<file path="src/rtl/m_store_lane_buffer_pkg.sv">
// rtl/m_store_lane_buffer_pkg.sv - store op codes, split FSM states and size decode
package m_store_lane_buffer_pkg;

   localparam logic [2:0] BEOP_NONE = 3'd0;
   localparam logic [2:0] BEOP_SB   = 3'd1;
   localparam logic [2:0] BEOP_SH   = 3'd2;
   localparam logic [2:0] BEOP_SW   = 3'd3;
   localparam logic [2:0] BEOP_SD   = 3'd4;

   typedef enum logic {
      ST_IDLE   = 1'b0,
      ST_SECOND = 1'b1
   } state_t;

   // Store size in bytes; 0 means "no store" (none, unknown code, or sd on a 32-bit lane).
   function automatic logic [3:0] beop_size(input logic [2:0] op, input int data_w);
      logic [3:0] s;
      case (op)
         BEOP_SB: s = 4'd1;
         BEOP_SH: s = 4'd2;
         BEOP_SW: s = 4'd4;
         BEOP_SD: s = (data_w == 64) ? 4'd8 : 4'd0;
         default: s = 4'd0;
      endcase
      return s;
   endfunction

endpackage

</file>
<file path="src/rtl/m_beat_fifo.sv">
// rtl/m_beat_fifo.sv - synchronous beat FIFO, registered full so pops never unblock a same-cycle push
module m_beat_fifo #(
   parameter int W     = 8,
   parameter int DEPTH = 4
) (
   input  logic         clk,
   input  logic         reset,
   input  logic         push,
   input  logic [W-1:0] push_data,
   input  logic         pop,
   output logic [W-1:0] pop_data,
   output logic         full,
   output logic         empty
);

   localparam int AW = $clog2(DEPTH);

   logic [W-1:0]  store [DEPTH];
   logic [AW-1:0] wr_ptr;
   logic [AW-1:0] rd_ptr;
   logic [AW:0]   count;
   logic          do_push;
   logic          do_pop;

   assign full     = (count == (AW+1)'(DEPTH));
   assign empty    = (count == '0);
   assign do_push  = push && !full;
   assign do_pop   = pop && !empty;
   assign pop_data = empty ? '0 : store[rd_ptr];

   // Pointer/count update; pointers wrap naturally because DEPTH is a power of two.
   always_ff @(posedge clk) begin
      if (reset) begin
         wr_ptr <= '0;
         rd_ptr <= '0;
         count  <= '0;
         for (int i = 0; i < DEPTH; i++) store[i] <= '0;
      end else begin
         if (do_push) begin
            store[wr_ptr] <= push_data;
            wr_ptr        <= wr_ptr + 1'b1;
         end
         if (do_pop) rd_ptr <= rd_ptr + 1'b1;
         if (do_push && !do_pop)      count <= count + 1'b1;
         else if (do_pop && !do_push) count <= count - 1'b1;
      end
   end

endmodule

</file>
<file path="src/rtl/m_store_lane_buffer.sv">
// rtl/m_store_lane_buffer.sv - M-stage store lane shifter, boundary splitter and beat queue
module m_store_lane_buffer
   import m_store_lane_buffer_pkg::*;
#(
   parameter int DATA_W        = 32,
   parameter int DEPTH         = 4,
   parameter int MISALIGN_MODE = 0
) (
   input  logic                clk,
   input  logic                reset,
   input  logic                req_valid,
   output logic                req_ready,
   input  logic [31:0]         req_addr,
   input  logic [2:0]          req_op,
   input  logic [DATA_W-1:0]   req_data,
   output logic                mem_valid,
   input  logic                mem_ready,
   output logic [31:0]         mem_addr,
   output logic [DATA_W/8-1:0] mem_byteen,
   output logic [DATA_W-1:0]   mem_wdata,
   output logic                ades,
   output logic                empty
);

   localparam int B     = DATA_W / 8;
   localparam int OFF_W = $clog2(B);
   localparam int EW    = 32 + B + DATA_W;

   state_t              state;
   state_t              state_next;
   logic [OFF_W-1:0]    off;
   logic [3:0]          req_size;
   logic                misaligned;
   logic [DATA_W-1:0]   data_m;
   logic [2*B-1:0]      en_src;
   logic [2*DATA_W-1:0] wdata_wide;
   logic [2*B-1:0]      en_wide;
   logic [31:0]         base_addr;
   logic                crosses;
   logic [EW-1:0]       beat1;
   logic [EW-1:0]       beat2_q;
   logic [EW-1:0]       push_data;
   logic                push;
   logic                latch_b2;
   logic                ades_set;
   logic                fifo_full;
   logic                fifo_empty;
   logic [EW-1:0]       head;

   assign off        = req_addr[OFF_W-1:0];
   assign req_size   = beop_size(req_op, DATA_W);
   assign misaligned = |(4'(off) & (req_size - 4'd1));
   assign base_addr  = {req_addr[31:OFF_W], {OFF_W{1'b0}}};

   // Keep only the S source bytes and build an S-byte enable mask before shifting into lane position.
   always_comb begin
      data_m = '0;
      en_src = '0;
      for (int i = 0; i < B; i++) begin
         if (i < int'(req_size)) begin
            data_m[i*8 +: 8] = req_data[i*8 +: 8];
            en_src[i]        = 1'b1;
         end
      end
   end

   // A double-width shift puts lane-overflow bytes in the upper half, which is exactly beat 2.
   assign wdata_wide = {{DATA_W{1'b0}}, data_m} << {off, 3'b000};
   assign en_wide    = en_src << off;
   assign crosses    = |en_wide[2*B-1:B];
   assign beat1      = {base_addr, en_wide[B-1:0], wdata_wide[DATA_W-1:0]};

   // Split FSM state register.
   always_ff @(posedge clk) begin
      if (reset) state <= ST_IDLE;
      else       state <= state_next;
   end

   // Accept, push and split decisions; SECOND blocks new requests until beat 2 is queued.
   always_comb begin
      state_next = state;
      req_ready  = 1'b0;
      push       = 1'b0;
      push_data  = beat1;
      latch_b2   = 1'b0;
      ades_set   = 1'b0;
      case (state)
         ST_IDLE: begin
            req_ready = !fifo_full;
            if (req_valid && !fifo_full && req_size != 4'd0) begin
               if (misaligned && MISALIGN_MODE == 0) begin
                  ades_set = 1'b1;
               end else begin
                  push = 1'b1;
                  if (crosses) begin
                     latch_b2   = 1'b1;
                     state_next = ST_SECOND;
                  end
               end
            end
         end
         ST_SECOND: begin
            push_data = beat2_q;
            if (!fifo_full) begin
               push       = 1'b1;
               state_next = ST_IDLE;
            end
         end
         default: state_next = ST_IDLE;
      endcase
   end

   // Beat 2 holding register and the registered address-error pulse.
   always_ff @(posedge clk) begin
      if (reset) begin
         beat2_q <= '0;
         ades    <= 1'b0;
      end else begin
         if (latch_b2)
            beat2_q <= {base_addr + 32'(B), en_wide[2*B-1:B], wdata_wide[2*DATA_W-1:DATA_W]};
         ades <= ades_set;
      end
   end

   m_beat_fifo #(
      .W     (EW),
      .DEPTH (DEPTH)
   ) u_fifo (
      .clk       (clk),
      .reset     (reset),
      .push      (push),
      .push_data (push_data),
      .pop       (mem_ready),
      .pop_data  (head),
      .full      (fifo_full),
      .empty     (fifo_empty)
   );

   assign mem_valid                          = !fifo_empty;
   assign {mem_addr, mem_byteen, mem_wdata}  = head;
   assign empty                              = fifo_empty && (state == ST_IDLE);

endmodule
</file>
<file path="config.mk">
export PLATFORM = sky130hd
export DESIGN_NAME = m_store_lane_buffer
export DESIGN_NICKNAME = d
export VERILOG_FILES = /design/src/rtl/m_store_lane_buffer_pkg.sv /design/src/rtl/m_beat_fifo.sv /design/src/rtl/m_store_lane_buffer.sv
export SDC_FILE = /design/constraint.sdc
export NUM_CORES = 1
export LEC_CHECK = 0
export CORE_MARGIN = 10
export CORE_UTILIZATION = 60
export CTS_CLUSTER_SIZE = 16
export DETAILED_ROUTE_END_ITERATION = 10
export DONT_BUFFER_PORTS = 1
export HOLD_SLACK_MARGIN = 0.15
export PLACE_DENSITY = 0.84
export SLEW_MARGIN = 15
export SYNTH_ARGS = -nofsm -noshare
export SYNTH_HDL_FRONTEND = slang
export SYNTH_SLANG_ARGS = --single-unit
</file>
<file path="constraint.sdc">
create_clock -name clk -period 8.1 [get_ports clk]
set_input_delay 2.43 -clock clk [delete_from_list [all_inputs] [get_ports clk]]
set_output_delay 2.43 -clock clk [all_outputs]
set_load 0.02 [all_outputs]
</file>
==> flow_summary_export.csv <==
group,metric,value,unit
power_and_ir_drop,p_sw,1.35,mW
power_and_ir_drop,intPower,3.12,mW
flow_run,max_cap_violations,0,
die,rows,58,
logic_synthesis,synth_xor_area_share,1.85,%
worst_hold_path,min_path_type,"flop to flop",
logic_synthesis,post-synth-top-count-cell,"nor2_1",
finish,fill_cells,1697,
logic_synthesis,synthMuxAreaShare,13.1,%
placed_design,gp_congestion,0.914,
power_and_ir_drop,clockPowerShare,33.3,%
outcome,status,"finished clean",
logic_synthesis,async_flop_share,0,%
finish,diodes,0,
logic_synthesis,syn_avg_cell_area,12.6,um^2
placed_design,post-dp-hpwl,23.3,mm
global_routing,grt_use_met1,29.1,%
logic_synthesis,ys_seq_area_share,61.4,%
logic_synthesis,yosys.area_share.adder,0.381,%
clock_tree,cts-buffers-inserted,34,
power_and_ir_drop,power_density,272,mW/mm^2
logic_synthesis,synth_ff_type,"edfxtp_1",
sta,rsz0062_at_grt,"no",
global_routing,grt_usage,23.8,%
worst_setup_path,arrival,5.71,ns
logic_synthesis,syn_inst,1201,
clock_tree,clk_latency,0.51,ns
global_routing,use_met3,6.04,%
worst_hold_path,min_from,"beat2_q[34]",
sta,relSlewSlack,23.4,%
drt,firstDrtPassIters,6,
worst_setup_path,end_kind,"flop",
die,initial_core_util,60.6,%
worst_setup_path,critPathMaxFanout,36,
logic_synthesis,synth_edf_count,264,
placed_design,numPortBuffers,0,
worst_setup_path,cp_data_required_time,8.29,ns
power_and_ir_drop,p_comb_share,22.3,%
drt,drt_iter0_markers,1016,
die,dieArea,0.0320,mm^2
logic_synthesis,synthSimpleGateAreaFrac,14.5,%
die,coreArea,0.0250,mm^2
sta,hold_viol_final,0,
die,die_y,179,um
logic_synthesis,synth_common_cells,"nor2_1, edfxtp_1, and2_1",
logic_synthesis,synth-seq-cells,332,
finish,final_net_count,1243,
worst_setup_path,r2r_cells,4,
clock_tree,cts.repair.resized,0,
clock_tree,postCtsHoldBufs,0,
clock_tree,clkTransAtPathRegs,0.06,ns
power_and_ir_drop,seqPwrFrac,44.4,%
worst_setup_path,r2r_end,"u_fifo.store[3][28]",
finish,area_growth,8.65,%
sta,post-route-period-util,68.1,%
worst_setup_path,r2r_start,"state",
drt,via_per_inst,6.56,
drt,ant_nets,0,
worst_setup_path,critical_path_class,"input pin to flop",
logic_synthesis,synth_top_family_by_area,"simple AND/OR/NAND/NOR gates",
power_and_ir_drop,swShare,30.2,%
sta,fmax,0.181,GHz
clock_tree,cts_max_level,2,
clock_tree,clockBufferDepth,3,
global_routing,grt_max_degree,71,
die,die_w,179,um
sta,worstMarginPinSlew,1.15,ns
sta,setup_violations,0,
logic_synthesis,ys_types,49,
sta,slew_violations,0,
worst_hold_path,hold_end,"beat2_q[34]",
placed_design,post_dp_cell_area,0.0154,mm^2
power_and_ir_drop,leakage,5.44,nW
global_routing,overflow,0,
drt,drc,0,
global_routing,use_met2,39.4,%
die,ioPinCount,143,
global_routing,grt_first_pass_wirelength,58.6,mm
global_routing,busiest_layer,"met2",
logic_synthesis,ys_warn_count,0,
global_routing,grt_pass1_vias,10200,
global_routing,antenna_found_initial,0,
drt,routed_wl,38.5,mm
logic_synthesis,synth.largest_area_cell,"edfxtp_1",
worst_setup_path,r2r_slack,5.33,ns
logic_synthesis,synth_compound_area_share,6.16,%
logic_synthesis,synth_area_leaders,"edfxtp_1, mux4_2, dfxtp_1",
power_and_ir_drop,ir_worst_vdd,0.000351,V
clock_tree,cts.sinks,332,
worst_setup_path,start_kind,"input pin",
clock_tree,tritoncts,"built",
finish,final_area,0.0164,mm^2
finish,drive_gt1_share,12.8,%
clock_tree,cts_setup_buffers,0,
finish,multi_input_area,0.00551,mm^2
worst_hold_path,min_delay_path_depth,1,
sta,tns,0,ns
finish,register_area,0.00930,mm^2
sta,skew,0.0206,ns
drt,routed-via-count,9991,
logic_synthesis,synth.top_cell.area_share,52.4,%
logic_synthesis,syn_area,0.0151,mm^2
drt,wl_per_cell,25.3,um
sta,finalCriticalPeriod,5.52,ns
clock_tree,root_buffer,"clkbuf_16",
[state kept, by name, indices dropped and copies added, names as in the netlist, named ones only]
name and flops:
u_fifo.store 264, u_fifo.count 3, u_fifo.rd_ptr 2, state 1, beat2_q 57, u_fifo.wr_ptr 2
ades 1
[critical path, cell delays in order]
cell and delay (ns):
nand2b_1 0.40, or2_2 0.42, ha_1 0.25, nand2b_1 0.20
a221oi_2 0.39, o211ai_4 0.10, or3_2 0.47, nand2_2 0.68
buf_12 0.32
[per-layer routing]
layer,wire (um),up-vias
li1,-,4307
met2,19200,627
met1,13900,4961
met4,1450,0
met3,3900,96
met5,0,-
[cell families after synthesis]
group | after synthesis
fa+ha+maj | 4
flops | 332
compound gates | 137
mux | 115
simple gates | 487
xor+xnor | 32
buf+inv | 93
other cells | 1
[stage by stage]
step | util, % | hold slack, ns | power, mW | setup WS (ns) | instances
floorplan | - | 0.430 | 2.83 | 1.63 | 1202
global route | 65.8 | 0.475 | 4.64 | 2.42 | 1524
CTS | 65.8 | 0.460 | 4.50 | 2.62 | 1524
finish | 65.8 | 0.457 | 4.47 | 2.58 | 1524
detailed placement | 61.6 | 0.444 | 3.03 | 2.11 | 1462
global placement | 61.6 | 0.442 | 3.02 | 2.17 | 1462
[power groups by stage]
stage	clock, mW	sequential, mW	combinational (mW)
after floorplan	0	1.96	0.863
after global placement	0	2.01	1.01
after detailed placement	0	2.02	1.01
after CTS	1.49	1.99	1.02
after global routing	1.56	2.00	1.09
final	1.49	1.98	0.997
[cell type report]
type | instances | area share [%]
Multi-Input combinational cell | 777 | 33.5
Clock inverter | 5 | 0.152
Clock buffer | 57 | 6.21
Timing Repair Buffer | 18 | 0.899
Inverter | 5 | 0.114
Sequential cell | 332 | 56.6
Tap cell | 330 | 2.51
[cells in the final DEF (no fill, tap or decap), drive strengths merged, types with 12 or more instances in the layout]
cell type	n
a211oi	20
a21oi	30
a22oi	41
and2	77
buf	18
clkbuf	57
dfxtp	68
edfxtp	264
mux2i	41
mux4	66
nand2	32
nand3	13
nand4	12
nor2	316
o21ai	20
xor2	26
[how the worst max path moves through the flow]
stage,from,end
global route,req_op[2],u_fifo.store[2][29]
floorplan,req_op[2],u_fifo.store[0][0]
CTS,flop,mem_wdata[3]
finish,req_op[2],u_fifo.store[0][25]
global placement,req_op[2],u_fifo.store[0][27]
detailed placement,req_op[2],u_fifo.store[0][27]
Note: power is estimated with default switching activity, not from simulation.
